`src/rtl/reg_scoreboard_pkg.sv`:
```
// reg_scoreboard_pkg: shared defaults and register-count derivation for the busy scoreboard
package reg_scoreboard_pkg;
  localparam int ADDR_W_DEF = 5;
  localparam int RD_PORTS_DEF = 2;
  localparam int ZERO_REG = 0;
  function automatic int nreg(input int aw);
    return 1 << aw;
  endfunction
endpackage

```
`src/rtl/reg_scoreboard_decoder_onehot.sv`:
```
// decoder_onehot: enabled one-hot decode of a W-bit index into 2**W bits, all zero when disabled
module decoder_onehot #(
  parameter int W = 5
) (
  input  logic             en,
  input  logic [W-1:0]     sel,
  output logic [2**W-1:0]  onehot
);
  always_comb begin
    onehot = '0;
    onehot[sel] = en;
  end
endmodule

```
`src/rtl/reg_scoreboard.sv`:
```
// reg_scoreboard: per-register busy tracking with RAW query ports and WAW issue stall; define REG_SCOREBOARD_ERR_EN for the sticky err detector
module reg_scoreboard
  import reg_scoreboard_pkg::*;
#(
  parameter int ADDR_W = ADDR_W_DEF,
  parameter int RD_PORTS = RD_PORTS_DEF
) (
  input  logic                       clk,
  input  logic                       rst_n,
  input  logic                       issue_valid,
  input  logic [ADDR_W-1:0]          issue_addr,
  output logic                       issue_ready,
  output logic                       stall,
  input  logic                       wb_valid,
  input  logic [ADDR_W-1:0]          wb_addr,
  input  logic [RD_PORTS*ADDR_W-1:0] rd_addr,
  output logic [RD_PORTS-1:0]        rd_busy,
  output logic [2**ADDR_W-1:0]       busy_vec,
  output logic [ADDR_W-1:0]          busy_cnt,
  output logic                       err
);
  localparam int NREG = nreg(ADDR_W);
  logic [NREG-1:0] busy_q, busy_d, set_mask, clr_mask;
  logic [ADDR_W-1:0] cnt_q, cnt_d;
  logic wb_bypass, set_en, clr_en, eff_set, eff_clr;
  // Register 0 never becomes busy, so busy_q[0] is 0 and it always reads as ready.
  always_comb begin
    wb_bypass = wb_valid & (wb_addr == issue_addr);
    issue_ready = ~busy_q[issue_addr] | wb_bypass;
    stall = issue_valid & ~issue_ready;
    set_en = issue_valid & issue_ready & (issue_addr != ADDR_W'(ZERO_REG));
    clr_en = wb_valid & (wb_addr != ADDR_W'(ZERO_REG));
    eff_set = set_en & ~busy_q[issue_addr];
    eff_clr = clr_en & busy_q[wb_addr] & ~(set_en & wb_bypass);
    busy_d = (busy_q & ~clr_mask) | set_mask;
    cnt_d = (eff_set == eff_clr) ? cnt_q : eff_set ? cnt_q + ADDR_W'(1) : cnt_q - ADDR_W'(1);
  end
  decoder_onehot #(.W(ADDR_W)) u_set (.en(set_en), .sel(issue_addr), .onehot(set_mask));
  decoder_onehot #(.W(ADDR_W)) u_clr (.en(clr_en), .sel(wb_addr), .onehot(clr_mask));
  always_ff @(posedge clk or negedge rst_n) begin
    if (!rst_n) begin
      busy_q <= '0;
      cnt_q <= '0;
    end else begin
      busy_q <= busy_d;
      cnt_q <= cnt_d;
    end
  end
  for (genvar i = 0; i < RD_PORTS; i++) begin : g_rd
    logic [ADDR_W-1:0] a;
    assign a = rd_addr[i*ADDR_W +: ADDR_W];
    assign rd_busy[i] = busy_q[a] & ~(wb_valid & (wb_addr == a)) & (a != ADDR_W'(ZERO_REG));
  end
  assign busy_vec = busy_q;
  assign busy_cnt = cnt_q;
`ifdef REG_SCOREBOARD_ERR_EN
  logic err_q, err_d;
  always_comb err_d = err_q | (clr_en & ~busy_q[wb_addr]) |
                      (set_en & busy_q[issue_addr] & (cnt_q == ADDR_W'(NREG-1)));
  always_ff @(posedge clk or negedge rst_n) begin
    if (!rst_n) err_q <= 1'b0;
    else err_q <= err_d;
  end
  assign err = err_q;
`else
  assign err = 1'b0;
`endif
endmodule

```
`config.mk`:
```
export PLATFORM = sky130hd
export DESIGN_NAME = reg_scoreboard
export DESIGN_NICKNAME = d
export VERILOG_FILES = /design/src/rtl/reg_scoreboard_pkg.sv /design/src/rtl/reg_scoreboard_decoder_onehot.sv /design/src/rtl/reg_scoreboard.sv
export SDC_FILE = /design/constraint.sdc
export NUM_CORES = 1
export LEC_CHECK = 0
export ABC_CLOCK_PERIOD_IN_PS = 5400
export CAP_MARGIN = 25
export CORE_ASPECT_RATIO = 0.8
export CORE_UTILIZATION = 40
export CTS_BUF_LIST = sky130_fd_sc_hd__clkbuf_8
export DETAILED_ROUTE_END_ITERATION = 8
export PLACE_DENSITY_LB_ADDON = 0.2
export SETUP_SLACK_MARGIN = 0.5
export SLEW_MARGIN = 25
export SYNTH_ARGS = -nofsm -noshare
export SYNTH_HDL_FRONTEND = slang
export SYNTH_HIERARCHICAL = 1
export SYNTH_SLANG_ARGS = --single-unit
```
`constraint.sdc`:
```
create_clock -name clk -period 5.4 [get_ports clk]
set_clock_uncertainty 0.2 [all_clocks]
set_input_delay 1.62 -clock clk [delete_from_list [all_inputs] [get_ports clk]]
set_output_delay 1.62 -clock clk [all_outputs]
set_load 0.005 [all_outputs]
```
======== After elaboration in Yosys (flattened, before gate mapping) ========
Cells that the tools add are included.
storage, ports and cells
  flip-flop bits (word level) ............. 37
  input port bits ......................... 24
  output and inout bits ................... 42
  word-level logic and storage cells ...... 59
cells by class
  add/sub/neg operators ................... 2
  magnitude comparators ................... 6
  eq/ne operators ......................... 4
  multiplexer cells ....................... 13
  bitwise operators ....................... 26
  reductions and logical operators ........ 6
operators by type and width
  operator                                             count
  AND 32 bit                                           3
  NOT 32 bit                                           1
  bitwise OR 32 bit                                    1
  < comparator 5 x 6 -> 1 bit, second input constant   4
  binary-select mux 1 bit (select 5 bit)               4
  nonzero test 5 bit                                   4
  AND 1 bit                                            15
  == test 5 bit                                        3
  demux 1 bit (select 5 bit)                           2
  >= comparator 5 x 1 -> 1 bit, second input constant  2
  2-to-1 mux 1 bit                                     6
  adder 5 x 1 -> 5 bit, second input constant          1
  2-to-1 mux 5 bit                                     1
  NOT 1 bit                                            5
  subtractor 5 x 1 -> 5 bit, second input constant     1
  logical AND 1 bit                                    2
  == test 1 bit                                        1
  bitwise OR 1 bit                                     1

======== Logic depth before layout (Yosys ltp) ========
  word-level depth ........................ 10
  gate-level depth with buffers ........... 11
  mapped depth without buffers ............ 10

======== Cells and area by module ========
Netlist, hierarchy kept.
modules (own cells, without submodules)
  module          times used  cells an instance  area an instance (um^2)  seq. area each (um^2)
  reg_scoreboard  1           277                2882.8                   925.9
  decoder_onehot  2           47                 230.2                    0.0

======== Least setup slack after synthesis ========
Ideal clock, no wire load.
  path kind ............................... in2out
  start ................................... input rd_addr[5]
  end ..................................... output rd_busy[1]
  arrival ................................. 3.030 ns
  data required time ...................... 3.580 ns
  path slack .............................. 0.550 ns
  stages on the path ...................... 6
  buffers on the path ..................... 1
  cell sequence ........................... buf_1 mux4_2 a211oi_1 a21oi_1 a21oi_1 a31oi_1
on the way
  word-level cells in the longest chain between the ends .. 5
RTL lines
  element                                                                         line                  RTL
  from (decl)                                                                     reg_scoreboard.sv:16  input logic [RD_PORTS*ADDR_W-1:0] rd_addr,
  branches (longest 4 deep; another with binary-select mux 1 bit (select 5 bit))  -
  AND 1 bit (*)                                                                   reg_scoreboard.sv:52  assign rd_busy[i] = busy_q[a] & ~(wb_valid & (wb_addr == a)) & (a != ADDR_W'(ZERO_REG));
  to (decl)                                                                       reg_scoreboard.sv:17  output logic [RD_PORTS-1:0] rd_busy,
Mark *: on every way between the ends. The select of a mux whose other input is x is not followed.

======== Worst setup path after layout ========
  start ................................... input issue_addr[0]
  end ..................................... output stall
on the way
  word-level cells in the longest chain between the ends .. 6
RTL lines
  element                                 line                  RTL
  from (decl)                             reg_scoreboard.sv:11  input logic [ADDR_W-1:0] issue_addr,
  binary-select mux 1 bit (select 5 bit)  reg_scoreboard.sv:29  issue_ready = ~busy_q[issue_addr] | wb_bypass;
  2-to-1 mux 1 bit (implied by the code)  reg_scoreboard.sv:29
  NOT 1 bit                               reg_scoreboard.sv:29
  bitwise OR 1 bit (*)                    reg_scoreboard.sv:29
  NOT 1 bit (*)                           reg_scoreboard.sv:30  stall = issue_valid & ~issue_ready;
  AND 1 bit (*)                           reg_scoreboard.sv:30
  to (decl)                               reg_scoreboard.sv:13  output logic stall,
Every way passes the cells marked *; elsewhere a longest branch is shown, timed or not. The select of a mux whose other input is x is not followed.

==> results.cfg <==
[routing]
drt_iter0_markers = 299
vias = 3415
antenna_left = 0
via_per_inst = 5.75
wire_per_inst_microns = 20.0
route.detailed.drc = 0
firstDrtPassIters = 5
wl_mm = 11.9

[clocking]
clock_latency_ns = 0.29
path_clk_slew_ns = 0.08
htree_levels = 2
cts_max_path_buffers = 2
cts_buffers = 5
clockRootBuffer = clkbuf_8
cts_tree = built
cts.sinks = 37
postCtsHoldBufs = 0

[worst_setup_path]
rr_endpoint = busy_cnt[4]$_DFFE_PN0P_
slowest_delay_ns = 0.37
reg2reg_from = busy_vec[23]$_DFF_PN0_
rrSetupSlack_ns = 1.35
crit_path_frequent_cell = buf_6
path_cells = buf_6 > buf_8 > buf_6 > and3b_2 > a222oi_1 > nand4_1 > buf_4 > nand2_4 > a31oi_4 > and2_4 > buf_6
slowest_stage = a222oi_1
cp.required_ns = 3.58
endpoint_kind = primary output
critPathLaunchType = input pin
critPathKind = in2out
worst-path-buf-inv = 5
arrival_ns = 3.35
ff2ff_path_depth = 19
path_max_fanout = 8
critical_path.top_delay_family = simple AND/OR/NAND/NOR gates

[sta]
rsz0062_at_grt = yes
slew_viol_final = 0
fin_crit_sh = 0.958
hold_ws_ns = 0.273
slew_headroom = 0.429
finalHoldViolations = 0
finalSetupViolations = 0
worst_pin_slew_ns = 0.857
fin_crit_ns = 5.17
max_freq_mhz = 193

[layout]
fillers = 673
fin_area_sq_um = 4840
drive_gt1_frac = 0.296
syn_to_final_growth_pct = 44.9
diodes = 0
final_nets = 513

[logic_synthesis]
synth_xor_area_frac = 0.0498
syn_area_sq_um = 3340
synth-edff-count = 0
yosysSeqAreaShare = 0.277
yosys.area.top_type = dfrtp_1
synth_top_area_frac = 0.277
muxShareOfSynthArea = 0.233
syn-num-nets = 399
synthTopCellsByArea = dfrtp_1 (28%), mux4_2 (11%), nor2_1 (8.1%)
avgSynthCellArea_sq_um = 9.01
async_flop_share = 1.00
synthAdderAreaFrac = 0.0172
synth_ff_type = dfrtp_1
yosysWarnings = 6
synth_top_family_by_area = multiplexers
synth_simple_gate_area_frac = 0.190
yosys_register_bits = 37
synth-compound-area-share = 0.156
netlist_instances = 371
synth_cell_type_count = 46

[power]
intPower_w = 0.000914
p_sw_w = 0.000518
seq_power_share = 0.354
p_comb_frac = 0.499
power_frac_clock = 0.146
switching_share = 0.362
power.leakage_nw = 2.19
powerDensity_nw_per_um2 = 296
peakVddDrop_uv = 190

[die]
start_util = 0.417
core_area_sq_um = 8020
ios = 66
die_y_microns = 83.8
dieArea_sq_um = 8730
num_rows = 29
fp.dieW_microns = 104

[run_status]
status = completed

[placed_design]
dpl_cell_area_sq_um = 4270
io_buffers = 64
gp_congestion = 0.948
post-dp-hpwl_mm = 7.83

[grt]
grt_antenna_before_repair = 0
grt_first_pass_wirelength_mm = 18.4
grt_overflow = 0
grt_pass1_vias = 3381
grt_max_degree = 38
grt_util_all_layers = 0.277

[min_path]
hp-class = reg2reg
min_path_cells = 1
holdPathEnd = busy_cnt[4]$_DFFE_PN0P_
worstHoldStart = busy_cnt[4]$_DFFE_PN0P_

[job]
cap_violations = 0
[stage by stage]
| stage | setup TNS (ns) | utilization | setup WS, ns | instances | power (W) |
|---|---|---|---|---|---|
| 3_5_place_dp | -1.10 | 0.533 | -0.344 | 553 | 0.00110 |
| 3_3_place_gp | -0.967 | 0.533 | -0.300 | 553 | 0.00108 |
| 2_1_floorplan | 0 | - | 0.550 | 371 | 0.000775 |
| 5_1_grt | 0 | 0.604 | 0.181 | 594 | 0.00151 |
| 6_report | 0 | 0.604 | 0.226 | 594 | 0.00143 |
| 4_1_cts | 0 | 0.586 | 0.453 | 588 | 0.00138 |
[Yosys cell counts (all sizes together) (3+ instances only)]
cell type	n
nand2b	6
xnor2	5
mux2i	22
mux2	12
and2	4
buf	8
nand4	3
ha	3
nor3b	3
mux4	18
nor2	72
inv	37
dfrtp	37
a22oi	10
clkbuf	15
nor2b	3
nand4b	6
or2	3
a21oi	15
a31oi	3
nand4bb	6
xor2	14
nor4	4
nand2	7
a21o	35
[cell type report]
cell class	instances	area, sq um	area share
clock buffer	6	82.6	0.0170
tap	108	135	0.0279
clock inverter	2	13.8	0.00284
sequential	37	926	0.191
inverter	37	139	0.0287
timing repair buffer	130	1270	0.261
multi-input combinational	274	2280	0.471
[what timing repair did]
action,CTS,global route
pin swaps,22,21
gates cloned,1,0
setup buffers,26,6
resized for setup,91,30
setup endpoints to repair,4,9
[worst max path at each step]
| stage | slack [ns] | cells past startpoint | start | to |
|---|---|---|---|---|
| floorplan | 0.55 | 6 | rd_addr[5] | rd_busy[1] |
| global placement | -0.30 | 9 | issue_addr[0] | stall |
| detailed placement | -0.34 | 9 | issue_addr[0] | stall |
| CTS | 0.45 | 22 | issue_addr[0] | busy_cnt[4]$_DFFE_PN0P_ |
| global route | 0.18 | 11 | issue_addr[0] | stall |
| finish | 0.23 | 11 | issue_addr[0] | stall |
[placed cells by master (no fill, tap or decap), types with 8 or more instances in the layout]
master,n
clkdlybuf4s50_1,45
xor2_1,14
inv_1,36
buf_4,39
a21oi_1,11
a21o_1,34
a22oi_1,8
mux2i_1,21
nor2_1,71
dfrtp_1,37
buf_6,25
mux4_2,18
[state kept, by name, indices dropped and copies added (netlist names)]
name,flops
busy_cnt,5
busy_vec,32
[cell families (layout without fill, tap and decap cells)]
kind of cell | count (synthesis) | after routing
AOI/OAI and AO/OA | 74 | 74
adders and majority gates | 4 | 4
xor gates and xnor gates | 19 | 19
DFF | 37 | 37
muxes | 52 | 52
other | 1 | 1
buffers and inverters | 60 | 175
and+or+nand+nor | 124 | 124
[power by group through the flow]
stage	registers [W]	clock network, W	logic, W
CTS	0.000496	0.000215	0.000666
finish	0.000507	0.000210	0.000715
detailed placement	0.000501	0	0.000596
global placement	0.000500	0	0.000584
floorplan	0.000447	0	0.000329
global route	0.000516	0.000227	0.000765
[layer usage]
| layer | GRT usage | wire, microns |
|---|---|---|
| met1 | 0.379 | 5040 |
| met2 | 0.425 | 5360 |
| met3 | 0.0648 | 1160 |
| met4 | 0.106 | 326 |
| met5 | 0 | 0 |
Power figures use the tool's default switching activity.
